===== src/rtl/student_coeff_reader.sv =====
// Read-side sequencer for the coefficient dual-port RAM. Fetches num_taps
// coefficients starting at base_addr, absorbs the RAM's one-cycle read
// latency in a 2-entry FIFO and streams them to the MAC over valid/ready.
module student_coeff_reader #(
  parameter int unsigned AddrWidth     = 10,
  parameter int unsigned CoeffDataSize = 16
) (
  input  logic                     clk_i,
  input  logic                     rst_ni,
  input  logic                     start_i,
  input  logic [AddrWidth-1:0]     base_addr_i,
  input  logic [AddrWidth:0]       num_taps_i,
  output logic                     busy_o,
  output logic                     done_o,
  output logic                     enb_o,
  output logic [AddrWidth-1:0]     addrb_o,
  input  logic [CoeffDataSize-1:0] dob_i,
  output logic [CoeffDataSize-1:0] coeff_o,
  output logic                     coeff_valid_o,
  input  logic                     coeff_ready_i,
  output logic                     coeff_last_o,
  output logic [AddrWidth-1:0]     coeff_idx_o
);

  localparam int unsigned CntWidth = AddrWidth + 1;

  typedef enum logic [1:0] {
    StIdle,
    StRun,
    StFinish
  } state_e;

  state_e                  state_q, state_d;
  logic [CntWidth-1:0]     num_taps_q, num_taps_d;
  logic [CntWidth-1:0]     issued_q, issued_d;
  logic [AddrWidth-1:0]    addr_q, addr_d;
  logic                    inflight_q, inflight_d;
  logic [AddrWidth-1:0]    inflight_idx_q, inflight_idx_d;

  logic [CoeffDataSize-1:0] fifo_data_q [2];
  logic [CoeffDataSize-1:0] fifo_data_d [2];
  logic [AddrWidth-1:0]     fifo_idx_q  [2];
  logic [AddrWidth-1:0]     fifo_idx_d  [2];
  logic [1:0]               fifo_last_q, fifo_last_d;
  logic                     rd_ptr_q, rd_ptr_d;
  logic                     wr_ptr_q, wr_ptr_d;
  logic [1:0]               count_q, count_d;

  logic                     pop;
  logic                     push;
  logic                     enb;
  logic [2:0]               occupancy;
  logic [CntWidth-1:0]      last_idx;

  assign coeff_valid_o = (count_q != 2'd0);
  assign coeff_o       = fifo_data_q[rd_ptr_q];
  assign coeff_idx_o   = fifo_idx_q[rd_ptr_q];
  assign coeff_last_o  = fifo_last_q[rd_ptr_q];
  assign busy_o        = (state_q == StRun);
  assign done_o        = (state_q == StFinish);
  assign enb_o         = enb;
  assign addrb_o       = addr_q;

  assign pop      = coeff_valid_o & coeff_ready_i;
  assign push     = inflight_q;
  assign last_idx = num_taps_q - CntWidth'(1);

  // Next-state, read-issue and FIFO bookkeeping.
  always_comb begin
    // NOTE: every signal gets its hold value first so no path leaves it unassigned (no latches).
    state_d        = state_q;
    num_taps_d     = num_taps_q;
    issued_d       = issued_q;
    addr_d         = addr_q;
    inflight_idx_d = inflight_idx_q;
    fifo_data_d    = fifo_data_q;
    fifo_idx_d     = fifo_idx_q;
    fifo_last_d    = fifo_last_q;
    rd_ptr_d       = rd_ptr_q;
    wr_ptr_d       = wr_ptr_q;

    // Entries held plus the read still on its way, minus what leaves this
    // cycle, must stay below 2 for a new read to have a guaranteed slot.
    occupancy = {1'b0, count_q} + {2'b00, inflight_q} - {2'b00, pop};
    enb       = (state_q == StRun) && (issued_q < num_taps_q) && (occupancy < 3'd2);

    unique case (state_q)
      StIdle: begin
        if (start_i) begin
          addr_d     = base_addr_i;
          num_taps_d = num_taps_i;
          issued_d   = '0;
          state_d    = (num_taps_i == '0) ? StFinish : StRun;
        end
      end
      StRun: begin
        if (pop && coeff_last_o) state_d = StFinish;
      end
      StFinish: state_d = StIdle;
      default:  state_d = StIdle;
    endcase

    // Issue: the address pointer wraps naturally at 2**AddrWidth.
    if (enb) begin
      addr_d         = addr_q + AddrWidth'(1);
      issued_d       = issued_q + CntWidth'(1);
      inflight_idx_d = issued_q[AddrWidth-1:0];
    end
    inflight_d = enb;

    if (push) begin
      fifo_data_d[wr_ptr_q] = dob_i;
      fifo_idx_d[wr_ptr_q]  = inflight_idx_q;
      fifo_last_d[wr_ptr_q] = ({1'b0, inflight_idx_q} == last_idx);
      wr_ptr_d              = ~wr_ptr_q;
    end
    if (pop) rd_ptr_d = ~rd_ptr_q;

    count_d = count_q + {1'b0, push} - {1'b0, pop};
  end

  // State register; reset aborts any sequence and discards in-flight data.
  always_ff @(posedge clk_i or negedge rst_ni) begin
    if (!rst_ni) begin
      state_q        <= StIdle;
      num_taps_q     <= '0;
      issued_q       <= '0;
      addr_q         <= '0;
      inflight_q     <= 1'b0;
      inflight_idx_q <= '0;
      // NOTE: the two FIFO entries are reset so the head outputs read 0 after reset.
      for (int i = 0; i < 2; i++) begin
        fifo_data_q[i] <= '0;
        fifo_idx_q[i]  <= '0;
      end
      fifo_last_q    <= '0;
      rd_ptr_q       <= 1'b0;
      wr_ptr_q       <= 1'b0;
      count_q        <= '0;
    end else begin
      // NOTE: non-blocking so every flop samples the pre-edge values.
      state_q        <= state_d;
      num_taps_q     <= num_taps_d;
      issued_q       <= issued_d;
      addr_q         <= addr_d;
      inflight_q     <= inflight_d;
      inflight_idx_q <= inflight_idx_d;
      fifo_data_q    <= fifo_data_d;
      fifo_idx_q     <= fifo_idx_d;
      fifo_last_q    <= fifo_last_d;
      rd_ptr_q       <= rd_ptr_d;
      wr_ptr_q       <= wr_ptr_d;
      count_q        <= count_d;
    end
  end

endmodule


===== config.mk =====
export PLATFORM = sky130hd
export DESIGN_NAME = student_coeff_reader
export DESIGN_NICKNAME = d
export VERILOG_FILES = /design/src/rtl/student_coeff_reader.sv
export SDC_FILE = /design/constraint.sdc
export NUM_CORES = 1
export LEC_CHECK = 0
export ABC_AREA = 1
export CORE_UTILIZATION = 30
export CTS_BUF_LIST = sky130_fd_sc_hd__clkbuf_8
export DETAILED_ROUTE_END_ITERATION = 10
export GPL_TIMING_DRIVEN = 0
export PLACE_DENSITY_LB_ADDON = 0.25
export REMOVE_ABC_BUFFERS = 1
export SYNTH_ARGS = -nofsm -noshare
export SYNTH_HDL_FRONTEND = slang
export SYNTH_SLANG_ARGS = --single-unit

===== constraint.sdc =====
create_clock -name clk_i -period 3.74 [get_ports clk_i]
set_input_delay 0.748 -clock clk_i [delete_from_list [all_inputs] [get_ports clk_i]]
set_output_delay 0.748 -clock clk_i [all_outputs]
set_load 0.05 [all_outputs]

==> results of run 1 <==
-- worst max-delay path, stage by stage, from the launching register on --
cell and delay, ns:
dfrtp_1 0.41, inv_2 0.07, nand2_2 0.06, nand2_2 0.07, inv_2 0.05, ha_4 0.26, inv_2 0.03, ha_2 0.16
fa_1 0.48, nor2_2 0.11, nand3_2 0.09, nor4_4 0.37, nand2_8 0.12, inv_12 0.09, buf_12 0.12
-- layer usage --
metal	share of wire, %	vias to the layer above	global-route usage [%]
met3	4.8	11	3.44
met4	1.4	0	4.68
met2	44	91	23.8
met5	0	-	0
li1	-	2310	-
met1	50	1960	18.3
-- path summary, 6_finish.rpt --
| check | endpoint | cells past startpoint |
|---|---|---|
| setup / recovery | enb_o | 14 |
| hold / removal | fifo_data_q[21]$_DFFE_PN0P_ | 1 |
| setup reg to reg | inflight_idx_q[3]$_DFFE_PN0P_ | 17 |
| hold reg to reg | fifo_idx_q[5]$_DFFE_PN0P_ | 2 |
| max in group asynchronous | rd_ptr_q$_DFFE_PN0P_ | 2 |
| min in group clk_i | fifo_idx_q[5]$_DFFE_PN0P_ | 2 |
-- registers in the layout (all words and copies together) (netlist names) --
| register | flops |
|---|---|
| fifo_data_q | 32 |
| fifo_idx_q | 20 |
| wr_ptr_q | 1 |
| count_q | 2 |
| issued_q | 11 |
| inflight_idx_q | 10 |
| inflight_q | 1 |
| addrb_o | 10 |
| rd_ptr_q | 1 |
| fifo_last_q | 2 |
| state_q | 2 |
| num_taps_q | 11 |
-- synth_stat cells, drive strengths merged --
cell,count,area [sq um]
or2,2,12.5
inv,77,292
xnor2,7,61.3
ha,15,188
nor2,31,124
and3,1,6.26
nor4,1,21.3
buf,8,50.1
nand2,247,930
o31ai,1,7.51
clkinv,2,7.51
a21oi,5,25.0
o21bai,1,7.51
nand4,7,43.8
nor3,3,20.0
nand3,46,235
fa,1,20.0
dfrtp,103,2580
o21ai,95,475
nand3b,1,7.51
clkbuf,17,63.8
xor2,10,87.6
-- area by class of cell --
type / instances / area, sq um / area share [%]
timing repair buffer: 95 / 963 / 14.5
sequential: 103 / 2580 / 38.7
clock inverter: 7 / 71.3 / 1.07
multi-input combinational: 476 / 2330 / 35.0
tap: 225 / 282 / 4.23
inverter: 79 / 309 / 4.64
clock buffer: 9 / 124 / 1.86
-- layout by cell type (no fill, tap or decap), types with 2 or more instances in the layout --
master / count
xnor2_1: 7
xor2_1: 10
nand2_2: 3
buf_4: 13
inv_2: 7
nand2_1: 243
buf_16: 2
nand2_4: 2
nor3_1: 2
inv_1: 71
o21ai_1: 19
clkdlybuf4s50_1: 78
o21ai_0: 76
or2_2: 2
clkinv_2: 2
ha_1: 13
nor2_1: 29
clkbuf_8: 9
a21oi_1: 5
dfrtp_1: 102
nand4_1: 7
nand3_1: 45
-- cell families (layout without fill, tap and decap cells) --
logic type	count (synthesis)	count (layout)	synth area share, %
xor gates and xnor gates	17	17	2.83
AOI/OAI and AO/OA	102	102	9.80
adders and majority gates	16	16	3.95
and+or+nand+nor	339	341	26.6
DFF	103	103	49.0
buffers and inverters	104	190	7.85
-- stage by stage --
step	hold slack, ns	setup TNS [ns]	power (W)	std cells	utilization (%)
after floorplan	0.450	-0.187	0.00373	656	-
after global placement	0.466	-235.50	0.00461	962	36.2
after detailed placement	0.468	-6.16	0.00465	964	36.5
after CTS	0.402	-0.0303	0.00556	989	38.3
after global routing	0.446	-0.0185	0.00599	994	38.6
final	0.396	0	0.00555	994	38.6
-- repair_timing --
item	4_1_cts	5_1_grt
pin swaps	6	6
gates cloned	2	0
setup buffers	7	5
resized for setup	23	4
setup endpoints to repair	2	1
-- power by group --
group | total, W | switching (W) | internal (W) | leakage (nW)
registers | 0.00183 | 0.000348 | 0.00148 | 1.33
logic | 0.00300 | 0.00193 | 0.00107 | 1.78
clock network | 0.000722 | 0.000410 | 0.000312 | 0.103
total | 0.00555 | 0.00269 | 0.00286 | 3.21
==> metrics.yaml, run 1 <==
finish:
  fill_cells: 1822
  final_nets: 821
  drive_above_1_share_pct: 7.15
  design_area_sq_um: 6660
  area_growth_pct: 26.6
  num_antenna_cells: 0
timing:
  finalCritPeriodShare_pct: 96.9
  slew-limit-headroom_pct: 38.3
  fin_skew_ns: 0.0197
  period_needed_ns: 3.62
  setup_violations: 0
  hold_viol_final: 0
  worst_pin_slew_ns: 0.919
  max_freq_mhz: 276
  setup_ws_ns: 0.116
  finalMaxSlewViolations: 0
critical_path:
  cp-start-kind: "register"
  path_class: "reg2out"
  end_kind: "output port"
  rrSetupSlack_ns: 0.64
  path_max_fanout: 2
  critPathLaunch: "count_q[1]$_DFF_PN0_"
  crit_required_ns: 2.99
  crit_arrival_ns: 2.88
  worstReg2RegStart: "count_q[1]$_DFF_PN0_"
place:
  port_buffers: 81
  post_dp_cell_area_sq_um: 6300
  hpwl_mm: 7.84
  place_ws_ns: -1.65
  place_congestion: 0.776
job:
  cap_violations: 0
power:
  peakVddDrop_mv: 0.427
  pwr_density_cell_nw_per_um2: 833
  p_leak_nw: 3.21
synth:
  seq_area_frac_synth_pct: 49.0
  synthCells: 681
  synth_seq_cells: 103
  netlist_area_sq_um: 5260
  yosys_warnings: 0
  syn_area_per_cell_sq_um: 7.73
  yosysUniqueCellTypes: 31
clocking:
  cts_tree: "yes"
  hold_buffers: 0
  clock_path_buffers: 2
  clkLatencyLatePin_ns: 0.40
  ctsHtreeMaxLevel: 3
  root_buffer: "clkbuf_8"
  cts_sinks: 103
  path_clk_slew_ns: 0.11
  cts_made_buffers: 9
floorplan:
  coreArea_sq_um: 17200
  die_y_um: 134
  die_w_um: 134
  io_pins: 82
  floorplan.die_area_sq_um: 18100
  rows: 48
  initial_utilization_pct: 30.5
hold_path:
  min_path_type: "in2async"
global_route:
  grt.total_usage_pct: 14.3
  grt_pass1_wl_mm: 20.4
  grt_max_degree: 55
  antenna_found_initial: 0
  globalRoute.totalOverflow: 0
  grt_pass1_vias: 4259
route:
  dr.pass1.iters: 6
  wirelength_mm: 12.2
  detailedRoute.firstIterationViolations: 261
  ant_nets: 0
  wl_per_cell_um: 12.2
  remaining_drc_errors: 0
  post_drt_via_cell_ratio: 4.40
  vias: 4372
status:
  status: "finished clean"
No activity file was read; power rests on OpenSTA's default activity.
==> inputs of run 2 (changes only) <==
- GPL_ROUTABILITY_DRIVEN: default -> 0
==> results of run 2 <==
Same layout as run 1: the final DEF is identical, and so are final timing and power.
